File: src/rtl/serial_sub_pkg.sv
// Shared types for the bit-serial subtractor: controller state encoding.
package serial_sub_pkg;

  typedef enum logic [1:0] {
    IDLE = 2'd0,
    CALC = 2'd1,
    DONE = 2'd2
  } state_t;

endpackage : serial_sub_pkg

File: src/rtl/half_sub_cell.sv
// Half subtractor: single-bit a - b with borrow-out.
module half_sub_cell (
  input  logic a,
  input  logic b,
  output logic diff,
  output logic borrow
);

  // Difference is the XOR; a borrow is needed only when subtracting 1 from 0.
  assign diff   = a ^ b;
  assign borrow = ~a & b;

endmodule : half_sub_cell

File: src/rtl/serial_sub_unit.sv
// Bit-serial N-bit subtractor: out_diff = in_a - in_b, one bit per clock,
// LSB first. Operands enter and results leave through val/rdy handshakes.
module serial_sub_unit
  import serial_sub_pkg::*;
#(
  parameter int NBITS = 8
) (
  input  logic             clk,
  input  logic             reset,
  input  logic             in_val,
  output logic             in_rdy,
  input  logic [NBITS-1:0] in_a,
  input  logic [NBITS-1:0] in_b,
  output logic             out_val,
  input  logic             out_rdy,
  output logic [NBITS-1:0] out_diff,
  output logic             out_borrow
);

  localparam int CW = $clog2(NBITS);
  localparam logic [CW-1:0] LAST_CNT = CW'(NBITS - 1);

  state_t           state;
  state_t           next_state;
  logic [NBITS-1:0] a_reg;
  logic [NBITS-1:0] b_reg;
  logic [NBITS-1:0] diff_reg;
  logic             borrow_reg;
  logic [CW-1:0]    cnt;

  logic             last_bit;
  logic             accept;
  logic             release_out;

  // Full-subtract step built from two half subtractors.
  logic             hs0_diff;
  logic             hs0_borrow;
  logic             diff_bit;
  logic             hs1_borrow;
  logic             borrow_next;

  // First cell: minuend bit minus subtrahend bit.
  half_sub_cell u_hs0 (
    .a      (a_reg[0]),
    .b      (b_reg[0]),
    .diff   (hs0_diff),
    .borrow (hs0_borrow)
  );

  // Second cell: partial difference minus the incoming borrow.
  half_sub_cell u_hs1 (
    .a      (hs0_diff),
    .b      (borrow_reg),
    .diff   (diff_bit),
    .borrow (hs1_borrow)
  );

  // The two borrow conditions are mutually exclusive, so OR combines them.
  assign borrow_next = hs0_borrow | hs1_borrow;

  assign last_bit    = (cnt == LAST_CNT);
  assign accept      = (state == IDLE) && in_val;
  assign release_out = (state == DONE) && out_rdy;

  // Handshake outputs decode directly from state; results come from registers.
  assign in_rdy     = (state == IDLE);
  assign out_val    = (state == DONE);
  assign out_diff   = diff_reg;
  assign out_borrow = borrow_reg;

  // State register.
  // NOTE: sequential state uses non-blocking (<=) so every flop samples
  // pre-edge values; blocking here would create order-dependent races.
  always_ff @(posedge clk or negedge reset) begin
    if (!reset) state <= IDLE;
    else        state <= next_state;
  end

  // Next-state logic: accept in IDLE, run NBITS steps, hold result until taken.
  // NOTE: next_state gets a default before the case so no path leaves it
  // unassigned, which would otherwise infer a latch.
  always_comb begin
    next_state = state;
    case (state)
      IDLE:    if (accept)      next_state = CALC;
      CALC:    if (last_bit)    next_state = DONE;
      DONE:    if (release_out) next_state = IDLE;
      default:                  next_state = IDLE;
    endcase
  end

  // Datapath: operand capture, serial shift, borrow chain and bit counter.
  always_ff @(posedge clk or negedge reset) begin
    if (!reset) begin
      a_reg      <= '0;
      b_reg      <= '0;
      diff_reg   <= '0;
      borrow_reg <= 1'b0;
      cnt        <= '0;
    end else begin
      case (state)
        IDLE: begin
          if (accept) begin
            a_reg      <= in_a;
            b_reg      <= in_b;
            borrow_reg <= 1'b0;
            cnt        <= '0;
          end
        end
        CALC: begin
          a_reg      <= a_reg >> 1;
          b_reg      <= b_reg >> 1;
          diff_reg   <= {diff_bit, diff_reg[NBITS-1:1]};
          borrow_reg <= borrow_next;
          // Counter parks on the final index; the next accept clears it.
          if (!last_bit) cnt <= cnt + 1'b1;
        end
        default: ;
      endcase
    end
  end

endmodule : serial_sub_unit
File: config.mk
export PLATFORM = sky130hd
export DESIGN_NAME = serial_sub_unit
export DESIGN_NICKNAME = d
export VERILOG_FILES = /design/src/rtl/serial_sub_pkg.sv /design/src/rtl/half_sub_cell.sv /design/src/rtl/serial_sub_unit.sv
export SDC_FILE = /design/constraint.sdc
export NUM_CORES = 1
export LEC_CHECK = 0
export CAP_MARGIN = 20
export CORE_ASPECT_RATIO = 1.25
export CORE_MARGIN = 10
export CORE_UTILIZATION = 48
export CTS_BUF_LIST = sky130_fd_sc_hd__clkbuf_4
export CTS_CLUSTER_DIAMETER = 50
export DETAILED_ROUTE_END_ITERATION = 12
export PLACE_DENSITY = 0.82
export SLEW_MARGIN = 20
export SYNTH_ARGS = -nofsm -noshare
export SYNTH_HDL_FRONTEND = slang
export SYNTH_SLANG_ARGS = --single-unit
File: constraint.sdc
create_clock -name clk -period 1.7 [get_ports clk]
set_clock_uncertainty 0.1 [all_clocks]
set_input_delay 0.34 -clock clk [delete_from_list [all_inputs] [get_ports clk]]
set_output_delay 0.34 -clock clk [all_outputs]
set_load 0.02 [all_outputs]
==> flow_summary.html, run 1 <==
<table>
<tr><th>Metric</th><th>Value</th></tr>
<tr><th colspan="2">Run status</th></tr>
<tr><td>Result of the run</td><td>completed</td></tr>
<tr><th colspan="2">Floorplan</th></tr>
<tr><td>IO Count</td><td>31</td></tr>
<tr><td>Die extent in x</td><td>around 68 µm</td></tr>
<tr><td>Full die area</td><td>5440 µm²</td></tr>
<tr><td>Die H</td><td>80.0 µm</td></tr>
<tr><td>Starting Density</td><td>50.5%</td></tr>
<tr><td>Core area</td><td>2730 µm²</td></tr>
<tr><td>Total number of placement rows</td><td>21</td></tr>
<tr><th colspan="2">Detailed routing</th></tr>
<tr><td>Residual DRC count</td><td>0</td></tr>
<tr><td>Number of routed nets with antenna violations</td><td>0</td></tr>
<tr><td>TritonRoute pass-1 iters</td><td>5</td></tr>
<tr><td>Post-detailed-routing wire length</td><td>3.56 mm</td></tr>
<tr><td>Via-to-Cell Ratio</td><td>5.98</td></tr>
<tr><td>Total via count in the routed design</td><td>1143</td></tr>
<tr><td>DR WL/cell</td><td>roughly 19 µm</td></tr>
<tr><td>Count of routing violations after the opening detailed-route iteration</td><td>73</td></tr>
<tr><th colspan="2">Timing</th></tr>
<tr><td>Minimum setup slack in the final design</td><td>0.146 ns</td></tr>
<tr><td>Min Clock Period, post-route</td><td>1.55 ns</td></tr>
<tr><td>Actual slew at the worst max-slew pin</td><td>~0.39 ns</td></tr>
<tr><td>Number of failing hold endpoints at the final stage</td><td>0</td></tr>
<tr><td>Setup TNS after final layout</td><td>0 ns</td></tr>
<tr><td>RSZ-0062 raised after global routing</td><td>false</td></tr>
<tr><td>Number of pins exceeding their max-slew limit in the final report</td><td>0</td></tr>
<tr><td>Final setup violating endpoints</td><td>0</td></tr>
<tr><td>Maximum clock frequency</td><td>0.644 GHz</td></tr>
<tr><td>Slew HR</td><td>74.3%</td></tr>
<tr><td>Tcrit/Tclk final</td><td>91.4%</td></tr>
<tr><th colspan="2">CTS</th></tr>
<tr><td>Hold buffer count at CTS</td><td>0</td></tr>
<tr><td>Root buf cell</td><td>sky130_fd_sc_hd__clkbuf_4</td></tr>
<tr><td>H-tree levels</td><td>2</td></tr>
<tr><td>Num CTS Buffers</td><td>5</td></tr>
<tr><td>Later-pin clock latency in the skew report</td><td>~0.34 ns</td></tr>
<tr><td>Clock tree from TritonCTS</td><td>yes</td></tr>
<tr><td>Maximum clock insertion buffer count</td><td>2</td></tr>
<tr><td>Post-cts gate resize count</td><td>13</td></tr>
<tr><td>Postcts setup bufs</td><td>0</td></tr>
<tr><td>Clock-pin slew on the worst setup and hold paths</td><td>0.10 ns</td></tr>
<tr><td>TritonCTS sink count</td><td>30</td></tr>
<tr><th colspan="2">Pwr</th></tr>
<tr><td>Switching share of total power</td><td>39.0%</td></tr>
<tr><td>Total chip power</td><td>3.26 mW</td></tr>
<tr><td>Relative contribution of sequential cells to total power</td><td>40.1%</td></tr>
<tr><td>Pint</td><td>between 1.5 and 2 mW</td></tr>
<tr><td>Power spent charging and discharging nets</td><td>1.27 mW</td></tr>
<tr><td>Cell Pwr Density</td><td>roughly 1800 nW/µm²</td></tr>
<tr><td>Total leakage power</td><td>0.782 nW</td></tr>
<tr><td>Worst-case vdd ir drop</td><td>~1.4 mV</td></tr>
<tr><td>Portion of total power attributed to combinational logic</td><td>between 40% and 50%</td></tr>
<tr><td>Clock share of power</td><td>roughly an eighth</td></tr>
<tr><th colspan="2">Global route</th></tr>
<tr><td>Overflow after GRT</td><td>0</td></tr>
<tr><td>Number of antenna violations at the first check in global routing</td><td>0</td></tr>
<tr><td>Global-route usage over all layers</td><td>14.4%</td></tr>
<tr><td>Largest net degree at the start of global routing</td><td>31</td></tr>
<tr><td>Global-route wire length before repair</td><td>roughly 6.0 mm</td></tr>
<tr><td>Vias in the first global route</td><td>1224</td></tr>
<tr><th colspan="2">Critical path</th></tr>
<tr><td>R2R Path End</td><td>out_diff[0]$_DFFE_PN0N_</td></tr>
<tr><td>Depth of the worst register-to-register path</td><td>4</td></tr>
<tr><td>Setup slack of the worst register-to-register path</td><td>0.20 ns</td></tr>
<tr><td>Crit Path Max Fanout</td><td>3</td></tr>
<tr><td>Startpoint of the lowest-slack register-to-register path</td><td>state[1]$_DFFE_PN0P_</td></tr>
<tr><td>Req. time, crit path</td><td>1.26 ns</td></tr>
<tr><td>Worst setup EP type</td><td>output pin</td></tr>
<tr><td>Startpoint kind of the worst setup timing path</td><td>register</td></tr>
<tr><td>Category of the most critical setup path</td><td>reg2out</td></tr>
<tr><td>Arrival time worst endpoint</td><td>1.11 ns</td></tr>
<tr><th colspan="2">Finish</th></tr>
<tr><td>Final non-filler cell area</td><td>1780 µm²</td></tr>
<tr><td>Layout filler cell count</td><td>220</td></tr>
<tr><td>Final core area utilization</td><td>65.2%</td></tr>
<tr><td>Final Net Count</td><td>179</td></tr>
<tr><td>Synthesis-to-layout area growth</td><td>29.1%</td></tr>
<tr><td>Ant diodes</td><td>0</td></tr>
<tr><td>Share of post-route cells with drive strength above 1</td><td>approximately a fifth</td></tr>
<tr><th colspan="2">Logic synthesis</th></tr>
<tr><td>Fraction of the yosys area taken by sequential cells</td><td>54.3%</td></tr>
<tr><td>Number of nets produced by synthesis</td><td>141</td></tr>
<tr><td>Synth async-reset ratio</td><td>100%</td></tr>
<tr><td>Number of synthesized flops with an enable pin</td><td>0</td></tr>
<tr><td>Synthesized area per cell</td><td>11.7 µm²</td></tr>
<tr><td>Number of standard cells after synthesis</td><td>roughly 120</td></tr>
<tr><td>Largest area contributor in the synthesized netlist</td><td>sky130_fd_sc_hd__dfrtp_1</td></tr>
<tr><td>Most used DFF post-synth</td><td>sky130_fd_sc_hd__dfrtp_1</td></tr>
<tr><td>Area fraction of the dominant cell type after synthesis</td><td>between 50% and 60%</td></tr>
<tr><td>Top cells by area, synth</td><td>sky130_fd_sc_hd__dfrtp_1 54%, sky130_fd_sc_hd__o22ai_1 9.1%, sky130_fd_sc_hd__mux2_4 6.5%, sky130_fd_sc_hd__a21oi_1 4.0%, sky130_fd_sc_hd__o221a_2 2.4%</td></tr>
<tr><td>Flip-flop and latch count after synthesis</td><td>30</td></tr>
<tr><td>Count of yosys warnings during synthesis</td><td>0</td></tr>
<tr><td>Distinct cell type count after synthesis</td><td>28</td></tr>
<tr><td>Post-synthesis cell area</td><td>approximately 1400 µm²</td></tr>
<tr><th colspan="2">Placement</th></tr>
<tr><td>Count of port buffers added during placement</td><td>30</td></tr>
<tr><td>Routability congestion estimate</td><td>0.856</td></tr>
<tr><td>Placed Area</td><td>~1800 µm²</td></tr>
<tr><td>Worst slack, placed</td><td>0.0125 ns</td></tr>
<tr><td>Hpwl dp</td><td>2.54 mm</td></tr>
<tr><th colspan="2">Flow run</th></tr>
<tr><td>Max-capacitance violation count</td><td>0</td></tr>
<tr><th colspan="2">Min path</th></tr>
<tr><td>Type of the tightest min-delay check</td><td>in2async</td></tr>
</table>
cells in the final DEF (no fill, tap or decap), types with 2 or more instances in the layout:
| cell type | n |
|---|---|
| sky130_fd_sc_hd__dfrtp_1 | 30 |
| sky130_fd_sc_hd__o22ai_1 | 20 |
| sky130_fd_sc_hd__clkdlybuf4s50_1 | 19 |
| sky130_fd_sc_hd__a21oi_1 | 11 |
| sky130_fd_sc_hd__dlygate4sd2_1 | 9 |
| sky130_fd_sc_hd__buf_4 | 8 |
| sky130_fd_sc_hd__mux2_4 | 6 |
| sky130_fd_sc_hd__clkbuf_4 | 6 |
| sky130_fd_sc_hd__o21ai_0 | 5 |
| sky130_fd_sc_hd__nand2b_1 | 4 |
| sky130_fd_sc_hd__nor2_1 | 3 |
| sky130_fd_sc_hd__nand3b_1 | 3 |
| sky130_fd_sc_hd__o221a_2 | 3 |
| sky130_fd_sc_hd__o2bb2ai_1 | 3 |
| sky130_fd_sc_hd__nand2_1 | 3 |
| sky130_fd_sc_hd__nor2_2 | 2 |
| sky130_fd_sc_hd__inv_2 | 2 |
| sky130_fd_sc_hd__a2bb2oi_1 | 2 |
| sky130_fd_sc_hd__a22oi_1 | 2 |
| sky130_fd_sc_hd__ha_1 | 2 |
| sky130_fd_sc_hd__clkbuf_2 | 2 |
synth_stat cells, types with 2 or more instances:
master and number:
sky130_fd_sc_hd__a21oi_1 11, sky130_fd_sc_hd__a22oi_1 2, sky130_fd_sc_hd__a2bb2oi_1 2, sky130_fd_sc_hd__buf_2 4
sky130_fd_sc_hd__buf_4 3, sky130_fd_sc_hd__dfrtp_1 30, sky130_fd_sc_hd__ha_1 2, sky130_fd_sc_hd__inv_2 2
sky130_fd_sc_hd__mux2_4 6, sky130_fd_sc_hd__nand2_1 3, sky130_fd_sc_hd__nand2b_1 4, sky130_fd_sc_hd__nand3b_1 3
sky130_fd_sc_hd__nor2_1 3, sky130_fd_sc_hd__nor2_2 2, sky130_fd_sc_hd__o21ai_0 5, sky130_fd_sc_hd__o221a_2 3
sky130_fd_sc_hd__o22ai_1 20, sky130_fd_sc_hd__o2bb2ai_1 3
metal layers:
metal	track usage, %	vias to the layer above	part of all wire, %
li1	-	530	-
met1	17.3	554	41
met2	21.6	47	50
met3	5.76	12	5.9
met4	6.85	0	2.8
met5	0	-	0
through the flow:
step	std cells	hold slack, ns
after floorplan	118	-0.0556
after global placement	183	0.388
after detailed placement	183	0.392
after CTS	191	0.293
after global routing	191	0.302
final	191	0.280
worst max-delay path, stage by stage, from the launching register on:
cell and delay [ns]:
sky130_fd_sc_hd__dfrtp_1 0.43, sky130_fd_sc_hd__inv_2 0.05, sky130_fd_sc_hd__nor2_1 0.11, sky130_fd_sc_hd__clkbuf_2 0.19
worst max-delay path by stage:
stage	startpoint	end
after floorplan	state[1]$_DFFE_PN0P_	out_val
after global placement	in_val	out_borrow$_DFFE_PN0P_
after detailed placement	in_val	b_reg[6]$_DFFE_PN0P_
after CTS	state[1]$_DFFE_PN0P_	out_val
after global routing	cnt[0]$_DFFE_PN0P_	cnt[0]$_DFFE_PN0P_
final	state[1]$_DFFE_PN0P_	out_val
power groups by stage:
stage          registers (mW)  logic (mW)  clock network, mW
3_5_place_dp             1.32        1.62                  0
2_1_floorplan            1.38       0.948                  0
4_1_cts                  1.31        1.55              0.430
6_report                 1.31        1.53              0.419
5_1_grt                  1.36        1.68              0.458
3_3_place_gp             1.30        1.55                  0
area by class of cell:
type | instances | area (µm²) | share of cell area (%)
Clock inverter | 2 | 8.76 | 0.491
Tap cell | 34 | 42.5 | 2.39
Clock buffer | 6 | 45.0 | 2.53
Inverter | 3 | 11.3 | 0.632
Multi-Input combinational cell | 77 | 566 | 31.7
Sequential cell | 30 | 751 | 42.1
Timing Repair Buffer | 39 | 359 | 20.1
cell families (layout without fill, tap and decap cells):
group | after synthesis | after routing | synth area share (%)
fa+ha+maj | 3 | 3 | 3.26
buf+inv | 11 | 50 | 4.71
simple gates | 18 | 18 | 7.15
mux | 7 | 7 | 7.34
compound gates | 49 | 49 | 23.2
flops | 30 | 30 | 54.3
Note: power is estimated with default switching activity, not from simulation.
==> inputs of run 2 (changes only) <==
ABC_AREA = 1   (was not set)
PLACE_DENSITY = 0.81   (was 0.82)
==> run 2 against run 1 <==
Utilization is 3.2 points lower. Sequential share of layout area is 0.61 points lower. Largest power group unchanged. Setup slack worse by 0.067 ns. Critical path type unchanged. Routed wire length is 15% lower. Cell area is 1.5% higher. Total power is 3.0% lower.
==> flow_summary.html, run 2 <==
<table>
<tr><th>Metric</th><th>Value</th></tr>
<tr><th colspan="2">Finish</th></tr>
<tr><td>Most common cell after layout, fill and taps aside</td><td>sky130_fd_sc_hd__nand2_1</td></tr>
<tr><td>Ant diodes</td><td>0</td></tr>
<tr><td>Share of post-route cells with drive strength above 1</td><td>around 9%</td></tr>
<tr><td>Synthesis-to-layout area growth</td><td>25.3%</td></tr>
<tr><td>Number of non-filler instances in the completed layout</td><td>251</td></tr>
<tr><td>Commonest cells after routing, fill and taps aside</td><td>91 x sky130_fd_sc_hd__nand2_1, 30 x sky130_fd_sc_hd__dfrtp_1, 21 x sky130_fd_sc_hd__nand3_1</td></tr>
<tr><td>Final Net Count</td><td>239</td></tr>
<tr><th colspan="2">Critical path</th></tr>
<tr><td>Category of the most critical setup path</td><td>reg2out</td></tr>
<tr><td>Biggest cell delay along the critical path</td><td>0.43 ns</td></tr>
<tr><td>Slowest-stage cell, CP</td><td>sky130_fd_sc_hd__dfrtp_1</td></tr>
<tr><td>Crit path buf inv count</td><td>1</td></tr>
<tr><td>Arrival time worst endpoint</td><td>~1.2 ns</td></tr>
<tr><td>Cell-by-cell listing of the critical path</td><td>nor2_4 &gt; clkdlybuf4s15_1</td></tr>
<tr><td>Req. time, crit path</td><td>1.26 ns</td></tr>
<tr><td>Startpoint kind of the worst setup timing path</td><td>register</td></tr>
<tr><td>Top cell family by delay on the critical path</td><td>flip-flops</td></tr>
<tr><td>Worst setup EP type</td><td>output pin</td></tr>
<tr><td>Crit Path Max Fanout</td><td>3</td></tr>
<tr><th colspan="2">CTS</th></tr>
<tr><td>Clock tree from TritonCTS</td><td>yes</td></tr>
<tr><td>Maximum clock insertion buffer count</td><td>2</td></tr>
<tr><td>Postcts setup bufs</td><td>0</td></tr>
<tr><td>Num CTS Buffers</td><td>5</td></tr>
<tr><td>Root buf cell</td><td>sky130_fd_sc_hd__clkbuf_4</td></tr>
<tr><td>Later-pin clock latency in the skew report</td><td>~0.33 ns</td></tr>
<tr><td>H-tree levels</td><td>2</td></tr>
<tr><td>Hold buffer count at CTS</td><td>0</td></tr>
<tr><td>Clock-pin slew on the worst setup and hold paths</td><td>0.08 ns</td></tr>
<tr><td>TritonCTS sink count</td><td>30</td></tr>
<tr><th colspan="2">Logic synthesis</th></tr>
<tr><td>Most instantiated cells after synthesis</td><td>91 x sky130_fd_sc_hd__nand2_1, 30 x sky130_fd_sc_hd__dfrtp_1, 21 x sky130_fd_sc_hd__nand3_1</td></tr>
<tr><td>Synth async-reset ratio</td><td>100%</td></tr>
<tr><td>Flip-flop and latch count after synthesis</td><td>30</td></tr>
<tr><td>Count of yosys warnings during synthesis</td><td>0</td></tr>
<tr><td>Leading cell type by number of instances after synthesis</td><td>sky130_fd_sc_hd__nand2_1</td></tr>
<tr><td>Distinct cell type count after synthesis</td><td>17</td></tr>
<tr><td>Largest area contributor in the synthesized netlist</td><td>sky130_fd_sc_hd__dfrtp_1</td></tr>
<tr><td>Most used DFF post-synth</td><td>sky130_fd_sc_hd__dfrtp_1</td></tr>
<tr><td>Fraction of the yosys area taken by sequential cells</td><td>roughly half</td></tr>
<tr><td>Synthesized area per cell</td><td>between 8 and 9 µm²</td></tr>
<tr><td>Area fraction of the dominant cell type after synthesis</td><td>52.0%</td></tr>
<tr><td>Number of synthesized flops with an enable pin</td><td>0</td></tr>
<tr><td>Post-synthesis cell area</td><td>1440 µm²</td></tr>
<tr><td>Top cells by area, synth</td><td>sky130_fd_sc_hd__dfrtp_1 52%, sky130_fd_sc_hd__nand2_1 24%, sky130_fd_sc_hd__nand3_1 7.3%, sky130_fd_sc_hd__inv_1 2.1%, sky130_fd_sc_hd__ha_1 1.7%</td></tr>
<tr><td>Number of standard cells after synthesis</td><td>between 150 and 200</td></tr>
<tr><td>Number of nets produced by synthesis</td><td>203</td></tr>
<tr><th colspan="2">Timing</th></tr>
<tr><td>Setup TNS after final layout</td><td>0 ns</td></tr>
<tr><td>Number of pins exceeding their max-slew limit in the final report</td><td>0</td></tr>
<tr><td>Maximum clock frequency</td><td>0.617 GHz</td></tr>
<tr><td>Number of failing hold endpoints at the final stage</td><td>0</td></tr>
<tr><td>Min Clock Period, post-route</td><td>1.62 ns</td></tr>
<tr><td>Actual slew at the worst max-slew pin</td><td>around 0.4 ns</td></tr>
<tr><td>RSZ-0062 raised after global routing</td><td>false</td></tr>
<tr><td>Tcrit/Tclk final</td><td>95.3%</td></tr>
<tr><td>Final setup violating endpoints</td><td>0</td></tr>
<tr><td>Slew HR</td><td>73.8%</td></tr>
<tr><th colspan="2">Global route</th></tr>
<tr><td>Global-route usage over all layers</td><td>11.4%</td></tr>
<tr><td>Number of antenna violations at the first check in global routing</td><td>0</td></tr>
<tr><td>Global-route wire length before repair</td><td>5.14 mm</td></tr>
<tr><td>Vias in the first global route</td><td>1182</td></tr>
<tr><td>Overflow after GRT</td><td>0</td></tr>
<tr><td>Largest net degree at the start of global routing</td><td>31</td></tr>
<tr><th colspan="2">Run status</th></tr>
<tr><td>Result of the run</td><td>completed</td></tr>
<tr><th colspan="2">Floorplan</th></tr>
<tr><td>Total number of placement rows</td><td>22</td></tr>
<tr><td>Core area</td><td>between 2000 and 3000 µm²</td></tr>
<tr><td>IO Count</td><td>31</td></tr>
<tr><td>Die extent in x</td><td>69.1 µm</td></tr>
<tr><td>Starting Density</td><td>49.5%</td></tr>
<tr><td>Die H</td><td>81.3 µm</td></tr>
<tr><td>Full die area</td><td>5620 µm²</td></tr>
<tr><th colspan="2">Flow run</th></tr>
<tr><td>Max-capacitance violation count</td><td>0</td></tr>
<tr><th colspan="2">Pwr</th></tr>
<tr><td>Power spent charging and discharging nets</td><td>around 1.4 mW</td></tr>
<tr><td>Portion of total power attributed to combinational logic</td><td>between 40% and 50%</td></tr>
<tr><td>Cell Pwr Density</td><td>roughly 1700 nW/µm²</td></tr>
<tr><td>Total leakage power</td><td>0.980 nW</td></tr>
<tr><td>Relative contribution of sequential cells to total power</td><td>39.0%</td></tr>
<tr><td>Switching share of total power</td><td>between 40% and 50%</td></tr>
<tr><td>Pint</td><td>1.80 mW</td></tr>
<tr><td>Clock share of power</td><td>11.5%</td></tr>
<tr><td>Worst-case vdd ir drop</td><td>between 1 and 1.5 mV</td></tr>
<tr><td>Total chip power</td><td>3.16 mW</td></tr>
<tr><th colspan="2">Detailed routing</th></tr>
<tr><td>DR WL/cell</td><td>12.0 µm</td></tr>
<tr><td>Total via count in the routed design</td><td>around 1200</td></tr>
<tr><td>Via-to-Cell Ratio</td><td>4.88</td></tr>
<tr><td>Residual DRC count</td><td>0</td></tr>
<tr><td>Number of routed nets with antenna violations</td><td>0</td></tr>
<tr><td>TritonRoute pass-1 iters</td><td>4</td></tr>
<tr><td>Post-detailed-routing wire length</td><td>roughly 3.0 mm</td></tr>
<tr><td>Count of routing violations after the opening detailed-route iteration</td><td>between 40 and 50</td></tr>
<tr><th colspan="2">Placement</th></tr>
<tr><td>Count of placed standard cells including taps</td><td>~250</td></tr>
<tr><td>Routability congestion estimate</td><td>approximately 0.74</td></tr>
<tr><td>Count of port buffers added during placement</td><td>30</td></tr>
<tr><td>Hpwl dp</td><td>between 2 and 2.5 mm</td></tr>
<tr><th colspan="2">Min path</th></tr>
<tr><td>Type of the tightest min-delay check</td><td>in2async</td></tr>
</table>
-- run 2: power by group through the flow --
stage                     sequential (mW)  combinational, mW  clock (mW)
after floorplan                      1.35               1.02           0
after global routing                 1.28               1.81       0.408
after global placement               1.24               1.64           0
after detailed placement             1.26               1.67           0
after CTS                            1.24               1.59       0.377
final                                1.23               1.57       0.363
-- run 2: what timing repair did --
action / CTS / global route
setup endpoints to repair: 11 / 2
gates cloned: 0 / 0
gates resized for setup: 12 / 2
-- run 2: worst register-to-register path, delay by kind of cell (launching register included) --
family	cells	cell delay, ns
buffers and inverters	3	0.52
DFF	1	0.42
and+or+nand+nor	5	0.34
-- run 2: logic make-up (layout without fill, tap and decap cells) --
logic type,after synthesis,count (layout),synth area share (%)
AO/OA/AOI/OAI,9,9,3.90
AND/OR/NAND/NOR,119,119,33.9
adder cells (fa/ha/maj),3,3,3.12
flip-flops,30,30,52.0
buffers and inverters,19,54,7.11
-- run 2: worst paths after layout --
check	slack (ns)	start	end	cells after the start
max in group asynchronous	0.91	reset	b_reg[5]$_DFFE_PN0P_	2
worst min register to register	0.38	out_diff[0]$_DFFE_PN0N_	out_diff[0]$_DFFE_PN0N_	2
worst max register to register	0.22	state[1]$_DFFE_PN0P_	a_reg[5]$_DFFE_PN0P_	8
min in group clk	0.38	out_diff[0]$_DFFE_PN0N_	out_diff[0]$_DFFE_PN0N_	2
worst max-delay path	0.08	state[0]$_DFFE_PN0P_	in_rdy	2
worst min-delay path	0.30	reset	out_diff[3]$_DFFE_PN0N_	2
-- run 2: area by class of cell --
class                           count  area, µm²
Fill cell                         287       1110
Sequential cell                    30        751
Multi-Input combinational cell    131        591
Timing Repair Buffer               38        344
Tap cell                           36       45.0
Clock buffer                        5       37.5
Inverter                           10       37.5
Clock inverter                      1       3.75
-- run 2: per-layer routing --
layer	track usage (%)	vias up	share of wire (%)
met3	5.24	7	5.3
met5	0	-	0
met1	12.0	560	46
met2	18.8	25	46
li1	-	632	-
met4	6.05	0	2.3
-- run 2: per-stage QoR --
stage | setup slack [ns] | hold slack (ns) | area, µm² | util (%)
floorplan | 0.338 | -0.0556 | 1440 | -
global placement | 0.0999 | 0.359 | 1780 | 61.1
detailed placement | 0.0793 | 0.366 | 1780 | 61.1
CTS | 0.0126 | 0.304 | 1810 | 62.1
global route | 0.00760 | 0.310 | 1810 | 62.0
finish | 0.0794 | 0.298 | 1810 | 62.0
==> inputs of run 3 (changes only) <==
ABC_CLOCK_PERIOD_IN_PS = 1700   (was not set)
==> results of run 3 <==
Same layout as run 2: the final DEF is identical, and so are final timing and power.
